<file path="src/rtl/calc_op_scheduler.sv">
// calc_op_scheduler
// Turns the four front-panel operation buttons into one operation on the
// shared arithmetic units. Button presses pass through synchronisers and
// fall-edge detectors. One request is picked, and both operands are latched.
// The chosen unit gets a one-cycle start pulse. The scheduler then waits for
// that unit's done, with a timeout so a hung unit cannot lock the panel.
module calc_op_scheduler #(
  parameter int WIDTH   = 9,
  parameter int TIMEOUT = 31
) (
  input  logic             relogio,
  input  logic             repor_n,
  input  logic [3:0]       but_n,
  input  logic [WIDTH-1:0] num1,
  input  logic [WIDTH-1:0] num2,
  output logic [WIDTH-1:0] opnd1,
  output logic [WIDTH-1:0] opnd2,
  output logic [3:0]       start,
  input  logic [3:0]       done,
  input  logic [WIDTH-1:0] res_add,
  input  logic [WIDTH-1:0] res_sub,
  input  logic [WIDTH-1:0] res_mul,
  input  logic [WIDTH-1:0] res_div,
  output logic [WIDTH-1:0] result,
  output logic             result_ok,
  output logic [1:0]       op_code,
  output logic             busy,
  output logic             erro
);

  // The WAIT counter only has to reach TIMEOUT-1. Reaching that value with
  // no done means the unit has been given TIMEOUT full cycles.
  localparam int CW = (TIMEOUT < 2) ? 1 : $clog2(TIMEOUT);

  typedef enum logic [2:0] {
    ST_IDLE,
    ST_LATCH,
    ST_START,
    ST_WAIT,
    ST_STORE
  } state_t;

  state_t          state, state_n;
  logic [3:0]      sync1, sync2, sync_prev;
  logic [3:0]      req;
  logic            any_req;
  logic [1:0]      req_idx;
  logic [CW-1:0]   cnt;
  logic            timeout_hit;
  logic            done_sel;
  logic [WIDTH-1:0] res_sel;

  // Synchronise the raw buttons. Keep one extra stage so a falling edge
  // can be detected. The flops reset to 1, which means "released".
  // NOTE: clocked state is written only with <= so that every flop samples
  // the values from before the edge; using = here would collapse the chain.
  always_ff @(posedge relogio or negedge repor_n) begin
    if (!repor_n) begin
      sync1     <= '1;
      sync2     <= '1;
      sync_prev <= '1;
    end else begin
      sync1     <= but_n;
      sync2     <= sync1;
      sync_prev <= sync2;
    end
  end

  // A request is a 1->0 edge of the synchronised button, so a held button
  // gives only one request.
  assign req     = sync_prev & ~sync2;
  assign any_req = |req;

  // Fixed priority: add > sub > mul > div. Requests that lose are dropped.
  // NOTE: every combinational output gets a default before the decision
  // logic. A path that leaves one unassigned would infer a latch.
  always_comb begin
    req_idx = 2'd0;
    if      (req[0]) req_idx = 2'd0;
    else if (req[1]) req_idx = 2'd1;
    else if (req[2]) req_idx = 2'd2;
    else if (req[3]) req_idx = 2'd3;
  end

  // Select the result and done of the unit that is in flight.
  always_comb begin
    res_sel = res_add;
    unique case (op_code)
      2'd0: res_sel = res_add;
      2'd1: res_sel = res_sub;
      2'd2: res_sel = res_mul;
      2'd3: res_sel = res_div;
      default: res_sel = res_add;
    endcase
  end

  assign done_sel    = done[op_code];
  assign timeout_hit = (cnt == CW'(TIMEOUT - 1));

  // FSM state register.
  always_ff @(posedge relogio or negedge repor_n) begin
    if (!repor_n) state <= ST_IDLE;
    else          state <= state_n;
  end

  // Next-state logic and the pulse-style outputs decoded from the state.
  // These outputs are decoded from the state, so an async reset forces
  // them to 0 at once.
  always_comb begin
    state_n   = state;
    start     = 4'b0000;
    result_ok = 1'b0;
    busy      = (state != ST_IDLE);
    unique case (state)
      ST_IDLE:  if (any_req) state_n = ST_LATCH;
      ST_LATCH: state_n = ST_START;
      ST_START: begin
        start   = 4'b0001 << op_code;
        state_n = ST_WAIT;
      end
      ST_WAIT: begin
        // done takes priority over a timeout in the same cycle.
        if (done_sel)         state_n = ST_STORE;
        else if (timeout_hit) state_n = ST_IDLE;
      end
      ST_STORE: begin
        result_ok = 1'b1;
        state_n   = ST_IDLE;
      end
      default: state_n = ST_IDLE;
    endcase
  end

  // Operation select and the sticky timeout flag. erro clears only when a
  // new request is accepted.
  always_ff @(posedge relogio or negedge repor_n) begin
    if (!repor_n) begin
      op_code <= 2'd0;
      erro    <= 1'b0;
    end else if (state == ST_IDLE && any_req) begin
      op_code <= req_idx;
      erro    <= 1'b0;
    end else if (state == ST_WAIT && !done_sel && timeout_hit) begin
      erro    <= 1'b1;
    end
  end

  // Operand latch. The operands stay constant until the next LATCH.
  always_ff @(posedge relogio or negedge repor_n) begin
    if (!repor_n) begin
      opnd1 <= '0;
      opnd2 <= '0;
    end else if (state == ST_LATCH) begin
      opnd1 <= num1;
      opnd2 <= num2;
    end
  end

  // Count WAIT cycles. The counter clears in START and advances on each
  // WAIT cycle that has no done.
  always_ff @(posedge relogio or negedge repor_n) begin
    if (!repor_n) begin
      cnt <= '0;
    end else if (state == ST_START) begin
      cnt <= '0;
    end else if (state == ST_WAIT && !done_sel && !timeout_hit) begin
      cnt <= cnt + CW'(1);
    end
  end

  // Capture the unit's result in the cycle its done is accepted. The new
  // value is then visible in STORE, while result_ok is high.
  always_ff @(posedge relogio or negedge repor_n) begin
    if (!repor_n) begin
      result <= '0;
    end else if (state == ST_WAIT && done_sel) begin
      result <= res_sel;
    end
  end

endmodule

</file>
<file path="config.mk">
export PLATFORM = sky130hd
export DESIGN_NAME = calc_op_scheduler
export DESIGN_NICKNAME = d
export VERILOG_FILES = /design/src/rtl/calc_op_scheduler.sv
export SDC_FILE = /design/constraint.sdc
export NUM_CORES = 1
export LEC_CHECK = 0
export CORE_MARGIN = 3
export CORE_UTILIZATION = 41
export CTS_CLUSTER_DIAMETER = 80
export CTS_CLUSTER_SIZE = 14
export DETAILED_ROUTE_END_ITERATION = 6
export HOLD_SLACK_MARGIN = 0.15
export PLACE_DENSITY = 0.8
export SLEW_MARGIN = 10
export SYNTH_ARGS = -nofsm -noshare
export SYNTH_HDL_FRONTEND = slang
export SYNTH_SLANG_ARGS = --single-unit
</file>
<file path="constraint.sdc">
create_clock -name relogio -period 2.35 [get_ports relogio]
set_input_delay 0.235 -clock relogio [delete_from_list [all_inputs] [get_ports relogio]]
set_output_delay 0.235 -clock relogio [all_outputs]
set_load 0.01 [all_outputs]
</file>
# Yosys cells after proc, flatten, opt, wreduce, memory -nomap -nowiden
# Index checks and enable logic that the tools add are counted.
# totals
reg_bits,50
inputBits,64
out_inout_bits,36
word_cells,56
# op_classes
add_sub_neg,1
magnitude_cmp,1
n_eq_ne,10
shifts,1
n_mux,17
bitwise_logic,2
reduce_logical,14
# op_table
cell,count
9-bit case mux with 4 select lines,1
3-bit case mux with 4 select lines,1
5-bit two-way mux,2
3-bit two-way mux,3
2-bit two-way mux,4
3-bit by 2-bit equality test with 1-bit output (second input constant),2
5-bit by 1-bit adder with 5-bit output (second input constant),1
5-bit equality test (second input constant),1
1-bit logical AND,5
4-bit AND,1
2-bit equality test (second input constant),2
1-bit two-way mux,4
4-bit two-way mux,1
4-bit inverter,1
2-bit nonzero test,2
4-bit OR reduction,1
1-bit by 2-bit left shift with 4-bit output (first input constant),1
3-bit by 1-bit equality test with 1-bit output (second input constant),1
3-bit equality test (second input constant),1
3-bit logical NOT,1
2-bit by 3-bit less-than comparator with 1-bit output (second input constant),1
3-bit != test (second input constant),1
3-bit nonzero test,1
1-bit binary-select mux with 2-bit select,1
5 further kinds,6

# Logic depth before layout (Yosys ltp)
# logic_depth
depth_word,7
depth_mapped,7
ltp_nobuf,6

# Least setup slack after synthesis
# OpenSTA, ideal clock, no wires.
# synth_path
path_kind,register to register
startpoint,register op_code[0]
endpoint,register cnt[0]
setup_time_ps,118
t_arrival_ps,1885
t_required_ps,2232
slack_ps,347
path_stages_with_launch,7
n_path_buf,2
synth_period_minus_slack_ps,2003
path_cell_list,dfrtp_1 > buf_6 > mux4_2 > or3b_1 > buf_6 > and2_4 > a21o_1
# synth_via
elab_chain_len,6
# synth_lines
item,line_no,text
start: declaration,26,"output logic [1:0] op_code,"
start signal: assignment,141,op_code <= req_idx;
1-bit binary-select mux with 2-bit select,97,assign done_sel = done[op_code];
1-bit two-way mux (not written as such),97,
1-bit logical NOT,166,end else if (state == ST_WAIT && !done_sel && !timeout_hit) begin
1-bit logical AND (2 in a row),166,
2-bit nonzero test (no line),n/a,
end signal: assignment,167,cnt <= cnt + CW'(1);
end: declaration,48,logic [CW-1:0] cnt;
# No other way between the ends. The select of a mux whose other input is x is not followed.
# A chain may end at the register's enable or synchronous reset.

# Final worst setup path
# layout_path
startpoint,register state[0]
endpoint,output port start[2]
# layout_via
elab_chain_len,2
# layout_lines
item,line_no,text
start: declaration,43,"state_t state, state_n;"
start signal: assignment,103,else state <= state_n;
3-bit by 2-bit equality test with 1-bit output,114,unique case (state)
4-bit two-way mux,114,
end: declaration,18,"output logic [3:0] start,"
# No other way between the ends.

==> impl_metrics.py <==
metrics = {
    "job": {
        "maxCapViolCount": 0,
    },
    "setup_path": {
        "critical_path.top_delay_family": "simple AND/OR/NAND/NOR gates",
        "r2r_setup_slack_ns": 0.53,
        "crit_buf_inv": 1,
        "path_cells": "nor2_1, nand2_1, nor3b_1, clkdlybuf4s50_1",
        "crit_path_top_delay_cell": "clkdlybuf4s50_1",
        "reg2reg_to": "cnt[0]",
        "cp_data_arrival_time_ns": 1.87,
        "crit_path_start_kind": "flop",
        "reg2regPathDepth": 4,
        "path_max_fanout": 6,
        "crit_type": "reg -> out",
        "worstReg2RegStart": "op_code[0]",
        "path_depth": 4,
        "cp-startpoint": "state[0]",
        "slowest_delay_ns": 0.57,
        "worstSetupEndpointType": "output port",
        "worstPathRequired_ns": 2.12,
        "cp-endpoint": "start[2]",
    },
    "synth": {
        "synth_top_area_share": 0.4368,
        "synth_compound_area_frac": 0.03103,
        "synth_nets": 211,
        "synth_xor_area_frac": 0.008046,
        "ys_ff_latch": 50,
        "netlist_top_cells_area": "dfrtp_1 44%, dfstp_2 14%, mux2_2 13%",
        "yosysUniqueCellTypes": 33,
        "async_flop_share": 1.000,
        "synth_area_mm2": 0.002177,
        "netlist_instances": 145,
        "synth_top_cell_by_area": "dfrtp_1",
        "synth_top_flop_cell": "dfrtp_1",
        "synth_top_family_by_area": "multiplexers",
        "synth_most_common_cell": "dfrtp_1",
        "yosysSeqAreaShare": 0.5816,
        "ys_warn_count": 0,
        "syn_area_per_cell_um2": 15.01,
        "post_synth_fa_ha_maj_area_fraction": 0.01149,
        "synth-edff-count": 0,
        "synth-simple-area-share": 0.08621,
        "yosys-mux-area-fraction": 0.2552,
        "synthTopCellsByCount": "38 x dfrtp_1, 25 x mux2_2, 12 x dfstp_2",
    },
    "clock_tree": {
        "clk_path_buf_depth": 2,
        "clk_pin_slew_worst_paths_ns": 0.09,
        "cts_buffers": 5,
        "root_buffer": "clkbuf_8",
        "clk_latency_ns": 0.30,
        "cts_tree": "yes",
        "postCtsSetupRepairBufs": 0,
        "htree_levels": 2,
        "cts_num_sinks": 50,
    },
    "timing": {
        "relSlewSlack": 0.4282,
        "layout_min_cycle_time_ns": 2.100,
        "setup_viol": 0,
        "tightest_slew_ns": 0.8577,
        "fmax_ghz": 0.4762,
        "fin_tns_setup_ns": 0,
        "maxSlewViolCount": 0,
        "finalCritPeriodShare": 0.8936,
        "fin_worst_skew_ns": 0.006325,
        "hold_viol_final": 0,
        "rsz0062_at_grt": "false",
    },
    "place": {
        "routabilityCongestion": 0.7869,
        "portBuffers": 99,
        "place_hpwl_um": 3934,
        "dp.cells": 310,
    },
    "route": {
        "via_count": 1593,
        "wirelength_um": 5044,
        "avgRoutedWirePerCell_um": 15.81,
        "drt-initial-drc-count": 44,
        "vias_per_cell": 4.994,
        "drc": 0,
        "drt_pass1_iterations": 4,
        "ant_nets": 0,
    },
    "global_routing": {
        "grt_pass1_vias": 1671,
        "grtUsageTotal": 0.1698,
        "grt_max_degree": 40,
        "globalRoute.totalOverflow": 0,
        "grt_antenna_before_repair": 0,
        "grt_pass1_wl_um": 8224,
    },
    "finish": {
        "drive_gt1_frac": 0.2381,
        "nFillCells": 374,
        "multi_input_area_um2": 858.3,
        "nets": 317,
        "diodes": 0,
        "syn_to_final_growth_pct": 54.20,
        "regArea_mm2": 0.001266,
        "instances_no_fill": 319,
    },
    "floorplanning": {
        "ios": 100,
        "die_x_um": 78.87,
        "die_y_um": 78.87,
        "rows": 25,
        "coreArea_mm2": 0.004911,
        "start_util": 0.4433,
        "die_area_mm2": 0.006220,
    },
    "power_and_ir_drop": {
        "p_leak_uw": 0.001378,
        "ir_worst_vdd_v": 0.0006452,
        "power.density_mw_per_mm2": 1101,
    },
    "hold_path": {
        "worstHoldStart": "but_n[3]",
        "hp-class": "in -> reg",
    },
    "status": {
        "outcome": "finished, final reports clean",
    },
}
worst reg2reg max path, cell delays in order (launching register included):
cell	delay, ns
dfrtp_1	0.37
mux4_2	0.54
or3b_1	0.45
and2_4	0.19
a21o_1	0.17
what timing repair did:
action | CTS | global route
hold buffers | 1 | 0
hold endpoints to repair | 38 | 0
gates resized for setup | 0 | 0
through the flow:
step	power, uW	setup WS [ns]	utilization	hold slack (ns)	instance area [um^2]
finish	3697	0.2499	0.6836	0.3294	3357
detailed placement	3236	0.2690	0.6627	0.3468	3254
floorplan	2330	0.3472	-	-0.06059	2177
global placement	3200	0.2804	0.6627	0.3463	3254
CTS	3752	0.2182	0.6836	0.3176	3357
global route	3960	0.03345	0.6836	0.3088	3357
layer usage:
layer | GRT usage | wire (um) | share of wire | vias to the layer above
li1 | - | - | - | 738
met1 | 0.2066 | 2070 | 0.41 | 758
met2 | 0.2657 | 2170 | 0.43 | 92
met3 | 0.09184 | 755 | 0.15 | 5
met4 | 0.04124 | 48 | 0.0095 | 0
met5 | 0 | 0 | 0 | -
power by group:
part / internal (uW) / switching (uW) / total [uW]
logic: 1130 / 711 / 1840
registers: 1180 / 180 / 1360
clock network: 216 / 284 / 500
total: 2520 / 1180 / 3700
cell usage in the layout (no fill, tap or decap), drive strengths merged:
cell           count
and2               1
a21boi             1
clkdlybuf4s50     98
o21ai              2
buf                7
nand2              6
nand3b             1
or4                1
clkbuf             5
mux2              28
ha                 2
xor2               2
clkinv             1
nand4              2
nor3               3
dfstp             12
nand2b             7
and4               1
o21a               1
dlygate4sd3        1
inv                6
nor2               2
nor3b              4
o211ai             1
o2bb2ai            2
nand3              3
a21oi              2
or3b               1
a21o               1
mux4              10
dfrtp             38
registers in the layout, summed over array words and instances, names as in the netlist:
| register | count |
|---|---|
| op_code | 2 |
| opnd2 | 9 |
| cnt | 5 |
| result | 9 |
| state | 3 |
| erro | 1 |
| sync_prev | 4 |
| sync2 | 4 |
| opnd1 | 9 |
| sync1 | 4 |
worst min path at each step:
stage	depth (start not counted)	end	slack (ns)
3_3_place_gp	0	sync2[1]	0.35
6_report	1	sync1[3]	0.33
4_1_cts	1	sync1[1]	0.32
3_5_place_dp	0	sync2[2]	0.35
5_1_grt	1	sync1[2]	0.31
2_1_floorplan	0	cnt[0]	-0.06
kinds of logic (layout without fill, tap and decap cells):
| family | Yosys count | count (layout) |
|---|---|---|
| DFF | 50 | 50 |
| muxes | 38 | 38 |
| buffers and inverters | 11 | 118 |
| xor gates and xnor gates | 2 | 2 |
| and+or+nand+nor | 32 | 32 |
| AOI/OAI and AO/OA | 10 | 10 |
| adders and majority gates | 2 | 2 |
final cells by class:
type / instances / share of cell area
clock buffer: 5 / 0.02050
clock inverter: 3 / 0.007082
inverter: 4 / 0.004473
multi-input combinational: 84 / 0.2557
sequential: 50 / 0.3772
tap: 67 / 0.02497
timing repair buffer: 106 / 0.3101
Power figures use the tool's default switching activity.
